==> src/rtl/lock_pkg.sv <==
// Shared definitions for the digital-lock keypad front-end.
//   - Keypad geometry (4 rows x 3 columns, 12 keys) and the indices of the
//     three command keys on the lock's key[11:0] bus.
//   - Scanner state encoding.
//   - Small helpers that map matrix positions to key indices and row drives.
package lock_pkg;

  localparam int NUM_KEYS = 12;
  localparam int NUM_ROWS = 4;
  localparam int NUM_COLS = 3;

  // Command keys live on row 3.
  localparam int KEY_STAR = 9;   // undo
  localparam int KEY_ZERO = 10;  // enter
  localparam int KEY_HASH = 11;  // cancel

  typedef enum logic [1:0] {
    SCAN        = 2'd0,
    DEB_PRESS   = 2'd1,
    PRESSED     = 2'd2,
    DEB_RELEASE = 2'd3
  } scan_state_e;

  // Key index = row*3 + col (0..11).
  function automatic logic [3:0] key_index(input logic [1:0] row, input logic [1:0] col);
    return ({2'b00, row} * 4'd3) + {2'b00, col};
  endfunction

  // Lowest-numbered active-low column; only meaningful when some bit is low.
  function automatic logic [1:0] lowest_low_col(input logic [NUM_COLS-1:0] cols);
    if (!cols[0])      return 2'd0;
    else if (!cols[1]) return 2'd1;
    else               return 2'd2;
  endfunction

  // One-cold row drive for the selected row.
  function automatic logic [NUM_ROWS-1:0] row_drive(input logic [1:0] row);
    return ~(NUM_ROWS'(1) << row);
  endfunction

endpackage

==> src/rtl/keypad_scanner_if.sv <==
// Keypad / lock-facing signal bundle of the scanner.
//   col_in    : keypad columns, active-low, asynchronous to clk
//   row_out   : keypad rows, one-cold active-low drive
//   key       : one-hot level of the accepted key (0 when idle)
//   key_code  : index of the last accepted key (holds after release)
//   key_pulse : one-cycle strobe when a press is accepted
//   key_held  : high while an accepted key is held
// master = the scanner, slave = the keypad/lock side.
interface keypad_scanner_if;

  logic [lock_pkg::NUM_COLS-1:0] col_in;
  logic [lock_pkg::NUM_ROWS-1:0] row_out;
  logic [lock_pkg::NUM_KEYS-1:0] key;
  logic [3:0]                    key_code;
  logic                          key_pulse;
  logic                          key_held;

  modport master (
    input  col_in,
    output row_out, key, key_code, key_pulse, key_held
  );

  modport slave (
    output col_in,
    input  row_out, key, key_code, key_pulse, key_held
  );

endinterface

==> src/rtl/sync2.sv <==
// Two-flop synchroniser for asynchronous level inputs.
//   clk  : destination clock
//   rst  : asynchronous active-low reset; both stages reset to all-ones,
//          matching the idle (pulled-up) level of the keypad columns
//   d_i  : asynchronous input
//   q_o  : synchronised output (two clk cycles of latency)
module sync2 #(
  parameter int WIDTH = 1
) (
  input  logic             clk,
  input  logic             rst,
  input  logic [WIDTH-1:0] d_i,
  output logic [WIDTH-1:0] q_o
);

  logic [WIDTH-1:0] meta_q;
  logic [WIDTH-1:0] sync_q;

  // NOTE: sequential state is written with non-blocking assignments so every
  // flop samples the pre-edge value of the others; blocking here would
  // collapse the two stages into one.
  always_ff @(posedge clk or negedge rst) begin
    if (!rst) begin
      meta_q <= '1;
      sync_q <= '1;
    end else begin
      meta_q <= d_i;
      sync_q <= meta_q;
    end
  end

  assign q_o = sync_q;

endmodule

==> src/rtl/keypad_scanner.sv <==
// 4x3 matrix keypad scanner and debouncer for the digital lock.
//   clk : system clock
//   rst : asynchronous active-low reset
//   kp  : keypad_scanner_if.master (col_in in; row_out, key, key_code,
//         key_pulse, key_held out)
// Parameters:
//   SCAN_DIV        : clk cycles each row is driven before sampling (>= 4)
//   DEBOUNCE_CYCLES : stable cycles needed to accept a press/release (>= 2)
//
// Rows are driven one at a time; when a column reads low at the end of a
// row slot, that (row, column) is latched and debounced. Once accepted the
// key is presented as a one-hot level until its release has been debounced.
// Only the latched column is watched outside SCAN, so other keys are
// ignored until a full release and rescan.
module keypad_scanner
  import lock_pkg::*;
#(
  parameter int SCAN_DIV        = 1000,
  parameter int DEBOUNCE_CYCLES = 20000
) (
  input  logic               clk,
  input  logic               rst,
  keypad_scanner_if.master   kp
);

  localparam int DIV_W = (SCAN_DIV > 1)        ? $clog2(SCAN_DIV)        : 1;
  localparam int DEB_W = (DEBOUNCE_CYCLES > 1) ? $clog2(DEBOUNCE_CYCLES) : 1;

  localparam logic [DIV_W-1:0] DIV_LAST = DIV_W'(SCAN_DIV - 1);
  localparam logic [DEB_W-1:0] DEB_LAST = DEB_W'(DEBOUNCE_CYCLES - 1);

  // Synchronised columns; every decision below looks only at cs.
  logic [NUM_COLS-1:0] cs;

  sync2 #(.WIDTH(NUM_COLS)) u_col_sync (
    .clk (clk),
    .rst (rst),
    .d_i (kp.col_in),
    .q_o (cs)
  );

  scan_state_e         state_q, state_d;
  logic [1:0]          row_q,   row_d;
  logic [1:0]          col_q,   col_d;
  logic [DIV_W-1:0]    div_q,   div_d;
  logic [DEB_W-1:0]    deb_q,   deb_d;
  logic [NUM_ROWS-1:0] row_out_q;
  logic [NUM_KEYS-1:0] key_q,   key_d;
  logic [3:0]          code_q,  code_d;
  logic                pulse_q, pulse_d;
  logic                held_q,  held_d;

  logic                col_up;     // latched column currently released
  logic [3:0]          cur_idx;

  assign col_up  = cs[col_q];
  assign cur_idx = key_index(row_q, col_q);

  // NOTE: every signal assigned in this block gets a default first, so no
  // path leaves a value unassigned and no latch is inferred.
  always_comb begin
    state_d = state_q;
    row_d   = row_q;
    col_d   = col_q;
    div_d   = div_q;
    deb_d   = deb_q;
    key_d   = key_q;
    code_d  = code_q;
    pulse_d = 1'b0;
    held_d  = held_q;

    unique case (state_q)
      SCAN: begin
        if (div_q == DIV_LAST) begin
          div_d = '0;
          if (cs != '1) begin
            // Stay on this row; debounce the lowest low column.
            col_d   = lowest_low_col(cs);
            deb_d   = '0;
            state_d = DEB_PRESS;
          end else begin
            row_d = row_q + 2'd1;  // 3 wraps to 0
          end
        end else begin
          div_d = div_q + DIV_W'(1);
        end
      end

      DEB_PRESS: begin
        if (!col_up) begin
          if (deb_q == DEB_LAST) begin
            key_d          = '0;
            key_d[cur_idx] = 1'b1;
            code_d         = cur_idx;
            pulse_d        = 1'b1;
            held_d         = 1'b1;
            state_d        = PRESSED;
          end else begin
            deb_d = deb_q + DEB_W'(1);
          end
        end else begin
          // Bounce: resume scanning the same row from a fresh slot.
          div_d   = '0;
          state_d = SCAN;
        end
      end

      PRESSED: begin
        if (col_up) begin
          deb_d   = '0;
          state_d = DEB_RELEASE;
        end
      end

      DEB_RELEASE: begin
        if (col_up) begin
          if (deb_q == DEB_LAST) begin
            key_d   = '0;
            held_d  = 1'b0;
            row_d   = 2'd0;
            div_d   = '0;
            state_d = SCAN;
          end else begin
            deb_d = deb_q + DEB_W'(1);
          end
        end else begin
          // Release glitch: key level was never dropped, so no new pulse.
          state_d = PRESSED;
        end
      end

      default: state_d = SCAN;
    endcase
  end

  // NOTE: every flop, including the row drive, has an explicit async reset
  // value so the keypad sees a defined row and the lock sees no key the
  // moment rst falls.
  always_ff @(posedge clk or negedge rst) begin
    if (!rst) begin
      state_q   <= SCAN;
      row_q     <= 2'd0;
      col_q     <= 2'd0;
      div_q     <= '0;
      deb_q     <= '0;
      row_out_q <= 4'b1110;
      key_q     <= '0;
      code_q    <= 4'd0;
      pulse_q   <= 1'b0;
      held_q    <= 1'b0;
    end else begin
      state_q   <= state_d;
      row_q     <= row_d;
      col_q     <= col_d;
      div_q     <= div_d;
      deb_q     <= deb_d;
      // Registered decode keeps the row drive glitch-free.
      row_out_q <= row_drive(row_d);
      key_q     <= key_d;
      code_q    <= code_d;
      pulse_q   <= pulse_d;
      held_q    <= held_d;
    end
  end

  assign kp.row_out   = row_out_q;
  assign kp.key       = key_q;
  assign kp.key_code  = code_q;
  assign kp.key_pulse = pulse_q;
  assign kp.key_held  = held_q;

endmodule

==> src/flat_wrapper.sv <==
// flat-port wrapper written by rule: the top's interface ports become plain ports
module keypad_scanner_flat import lock_pkg::*;
#(
  parameter int SCAN_DIV        = 1000,
  parameter int DEBOUNCE_CYCLES = 20000
)
  (clk, rst, kp_col_in, kp_row_out, kp_key, kp_key_code, kp_key_pulse, kp_key_held);
  keypad_scanner_if kp_i ();
  input  logic clk;
  input  logic rst;
  input wire logic [$bits(kp_i.col_in)-1:0] kp_col_in;
  output wire logic [$bits(kp_i.row_out)-1:0] kp_row_out;
  output wire logic [$bits(kp_i.key)-1:0] kp_key;
  output wire logic [$bits(kp_i.key_code)-1:0] kp_key_code;
  output wire logic [$bits(kp_i.key_pulse)-1:0] kp_key_pulse;
  output wire logic [$bits(kp_i.key_held)-1:0] kp_key_held;
  assign kp_i.col_in = kp_col_in;
  assign kp_row_out = kp_i.row_out;
  assign kp_key = kp_i.key;
  assign kp_key_code = kp_i.key_code;
  assign kp_key_pulse = kp_i.key_pulse;
  assign kp_key_held = kp_i.key_held;
  keypad_scanner #(.SCAN_DIV(SCAN_DIV), .DEBOUNCE_CYCLES(DEBOUNCE_CYCLES)) u_core (.clk(clk), .rst(rst), .kp(kp_i));
endmodule
==> config.mk <==
export PLATFORM = sky130hd
export DESIGN_NAME = keypad_scanner_flat
export DESIGN_NICKNAME = d
export VERILOG_FILES = /design/src/rtl/lock_pkg.sv /design/src/rtl/keypad_scanner_if.sv /design/src/rtl/sync2.sv /design/src/rtl/keypad_scanner.sv /design/src/flat_wrapper.sv
export SDC_FILE = /design/constraint.sdc
export NUM_CORES = 1
export LEC_CHECK = 0
export ABC_AREA = 1
export CAP_MARGIN = 25
export CORE_MARGIN = 3
export CORE_UTILIZATION = 50
export CTS_CLUSTER_DIAMETER = 150
export DETAILED_ROUTE_END_ITERATION = 7
export PLACE_DENSITY = 0.7
export REMOVE_ABC_BUFFERS = 1
export SLEW_MARGIN = 20
export SYNTH_ARGS = -nofsm -noshare
export SYNTH_HDL_FRONTEND = slang
export SYNTH_HIERARCHICAL = 1
export SYNTH_SLANG_ARGS = --single-unit
==> constraint.sdc <==
create_clock -name clk -period 2.8 [get_ports clk]
set_clock_uncertainty 0.2 [all_clocks]
set_input_delay 0.7 -clock clk [delete_from_list [all_inputs] [get_ports clk]]
set_output_delay 0.7 -clock clk [all_outputs]
set_load 0.01 [all_outputs]
==> metrics.md <==
| Metric | Value |
|---|---|
| Status | `completed` |
| Die area | `0.008042 sq mm` |
| Residual DRC | `0` |
| Routed Antenna Nets | `0` |
| Post-CTS setup buffer count | `0` |
| Synth Register Bits | `59` |
| Total CTS buffers | `9` |
| Worst reg2reg path endpoint | `u_core/kp.key[10]` |
| Clock-pin slew on the worst setup and hold paths | `0.09 ns` |
| Skew-Pair Late Insertion Delay | `0.33 ns` |
| Max_slew headroom | `62.19%` |
| Max VDD drop | `0.3267 mV` |
| CTS tree | `yes` |
| Finished Cell Area | `0.004045 sq mm` |
| Port Buf Inserts | `26` |
| Period utilisation layout | `85.95%` |
| Mapped Area | `0.003501 sq mm` |
| Clk buf depth | `2` |
| Hold_buf cts | `0` |
| Iter 0 DRT Violations | `180` |
| GRT Overall Usage | `20.65%` |
| CORE AREA | `0.006568 sq mm` |
| Yosys warning count | `6` |
| Largest net degree at the start of global routing | `37` |
| Effective utilization at floorplan | `53.31%` |
| Final nets | `527` |
| Avg Synthesized Cell Area | `7.263 sq um` |
| Row count | `29` |
| TNS Setup | `0 ns` |
| Drt total wl | `7.537 mm` |
| Largest stage delay on the critical path | `0.51 ns` |
| Leak | `1.983 nW` |
| Fillers | `618` |
| Layout cells sized above 1 | `8.932%` |
| # IOs | `27` |
| Max Clk Rate | `0.4155 GHz` |
| Post-synth top area share | `35.74%` |
| Reg-to-Reg Start | `u_core/row_q[0]` |
| Most frequent cells in the layout | `nand2_1 (171), nor2_1 (63), nand3_1 (53)` |
| Post-CTS Resized | `0` |
| Height of the die | `89.68 microns` |
| Crit Path Category | `flip-flop to flip-flop` |
| Vias in the first global route | `2742` |
| Initial antenna violation count | `0` |
| RePlAce Congestion | `0.8568` |
| Critical Path RT | `2.89 ns` |
| Global-route wire length before repair | `12.99 mm` |
| Final slew viol count | `0` |
| Cell Area, Placed | `0.003845 sq mm` |
| Finish-stage setup viols | `0` |
| Commonest non-fill, non-tap cell in the layout | `nand2_1` |
| R2R depth | `8` |
| CTS Sinks | `59` |
| Critical path capture point type | `flip-flop` |
| Netlist cell types | `29` |
| 1st-pass router iterations | `4` |
| Vias | `3046` |
| Power Density | `416.2 mW/mm^2` |
| Die W | `89.68 microns` |
| Clock Tree Root | `clkbuf_8` |
| Grt ovf | `0` |
| Diodes inserted | `0` |
| Layout area overhead | `15.55%` |
| Synth Instances | `482` |
| Routed len/inst | `12.40 microns` |
| Delay-heaviest family, CP | `adder cells` |
| Half-perimeter wire length after placement | `5.285 mm` |
| Max-cap violations | `0` |
| Worst path buffer plus inverter count | `1` |
| Min-delay worst type | `primary input to async pin` |
| CP cell instances | `fa_1, ha_1, fa_1, inv_1, nand2_1, nor2_1, nand3_1, nand2_1` |
| Worst reg2reg setup slack | `0.39 ns` |
| Synth top area cells | `dfrtp_1 (36%), nand2_1 (18%), nand3_1 (7.6%), dfstp_2 (6.8%), nor2_1 (6.8%)` |
| Yosys top cell by area | `dfrtp_1` |
| Share of async-settable or async-resettable flops after synthesis | `100.0%` |
| Tot Pwr | `1.684 mW` |
| EDFF count, synth | `0` |
| Crit start category | `flip-flop` |
| Vias per inst | `5.010` |
| RSZ-0062 raised after global routing | `no` |
| Main flop type after synthesis | `dfrtp_1` |
| Worst path arrival time | `2.49 ns` |
| Tmin final | `2.407 ns` |
| Crit-path slowest cell | `fa_1` |
| Final Hold Vio Count | `0` |
| Sequential fraction of the synthesis area | `42.49%` |
| CTS HTree Levels | `3` |
| Worst-Margin Slew | `0.5671 ns` |
| Worst-path maximum fanout | `9` |
## power by group
| part | switching [mW] | leakage, nW | internal (mW) |
|---|---|---|---|
| sequential | 0.00260 | 0.779 | 0.860 |
| combinational | 0.0235 | 1.11 | 0.00899 |
| clock | 0.373 | 0.0958 | 0.415 |
## synthesized netlist by cell type, types with 2 or more instances
library cell / count
a21oi_1: 6
buf_2: 5
buf_6: 2
clkbuf_1: 6
dfrtp_1: 50
dfstp_2: 9
fa_1: 2
ha_1: 10
inv_1: 43
inv_2: 3
nand2_1: 171
nand2_2: 2
nand2_4: 2
nand3_1: 53
nand3b_1: 2
nand4_1: 20
nor2_1: 63
nor2_2: 4
o21ai_0: 2
o21ai_1: 11
o21bai_1: 3
xnor2_1: 3
xor2_1: 4
## worst reg2reg max path: stages (launching register included)
cell and delay [ns]:
dfrtp_1 0.48, fa_1 0.51, ha_1 0.22, fa_1 0.45
inv_1 0.11, nand2_1 0.10, nor2_1 0.13, nand3_1 0.09
nand2_1 0.08
## worst max path at each step
| stage | start | to | slack, ns | depth (start not counted) |
|---|---|---|---|---|
| finish | u_core/row_q[0] | u_core/kp.key[10] | 0.39 | 8 |
| global route | u_core/row_q[0] | u_core/kp.key[10] | 0.25 | 8 |
| CTS | u_core/row_q[0] | u_core/kp.key[10] | 0.39 | 8 |
| detailed placement | u_core/row_q[0] | u_core/kp.key[10] | 0.38 | 8 |
| global placement | u_core/row_q[0] | u_core/kp.key[0] | 0.44 | 8 |
| floorplan | u_core/row_q[0] | u_core/kp.key[10] | 0.50 | 8 |
## layer usage
metal | global-route usage, % | part of all wire, % | up-vias
met5 | 0 | 0 | -
met4 | 6.631 | 0.80 | 0
met3 | 3.467 | 3.3 | 6
met2 | 31.38 | 44 | 54
met1 | 30.02 | 52 | 1399
li1 | - | - | 1587
## sequential cells by signal, indices dropped and copies added, names as in the netlist, named ones only
register                  flops
u_core/row_q                  2
u_core/state_q                1
u_core/kp.key_held            1
u_core/u_col_sync/q_o         3
u_core/deb_q                 15
u_core/kp.row_out             4
u_core/div_q                 10
u_core/col_q                  2
u_core/kp.key                12
u_core/kp.key_code            4
u_core/kp.key_pulse           1
u_core/u_col_sync/meta_q      3
## cells by family after synthesis
family	Yosys count	share of synthesized area, %
AOI/OAI and AO/OA	24	4.110
xor gates and xnor gates	7	1.751
adders and majority gates	12	4.718
buffers and inverters	60	7.148
DFF	59	42.49
and+or+nand+nor	320	39.78
## final cells by class
type	count	area [sq um]	area share [%]
well taps	93	116.4	2.877
flip-flops and latches	59	1488	36.78
clock inverters	7	76.32	1.887
inverters	46	172.7	4.268
repair buffers	31	305.3	7.547
clock buffers	9	123.9	3.062
multi-input cells	363	1763	43.58
## per-stage QoR
| step | worst slack (ns) | hold slack, ns | utilization (%) | cells |
|---|---|---|---|---|
| floorplan | 0.5023 | 0.1452 | - | 468 |
| global placement | 0.4407 | 0.1457 | 58.54 | 592 |
| detailed placement | 0.3768 | 0.1479 | 58.54 | 592 |
| CTS | 0.3890 | 0.1580 | 61.59 | 608 |
| global route | 0.2482 | 0.1641 | 61.59 | 608 |
| finish | 0.3934 | 0.1467 | 61.59 | 608 |
No activity file was read; power rests on OpenSTA's default activity.
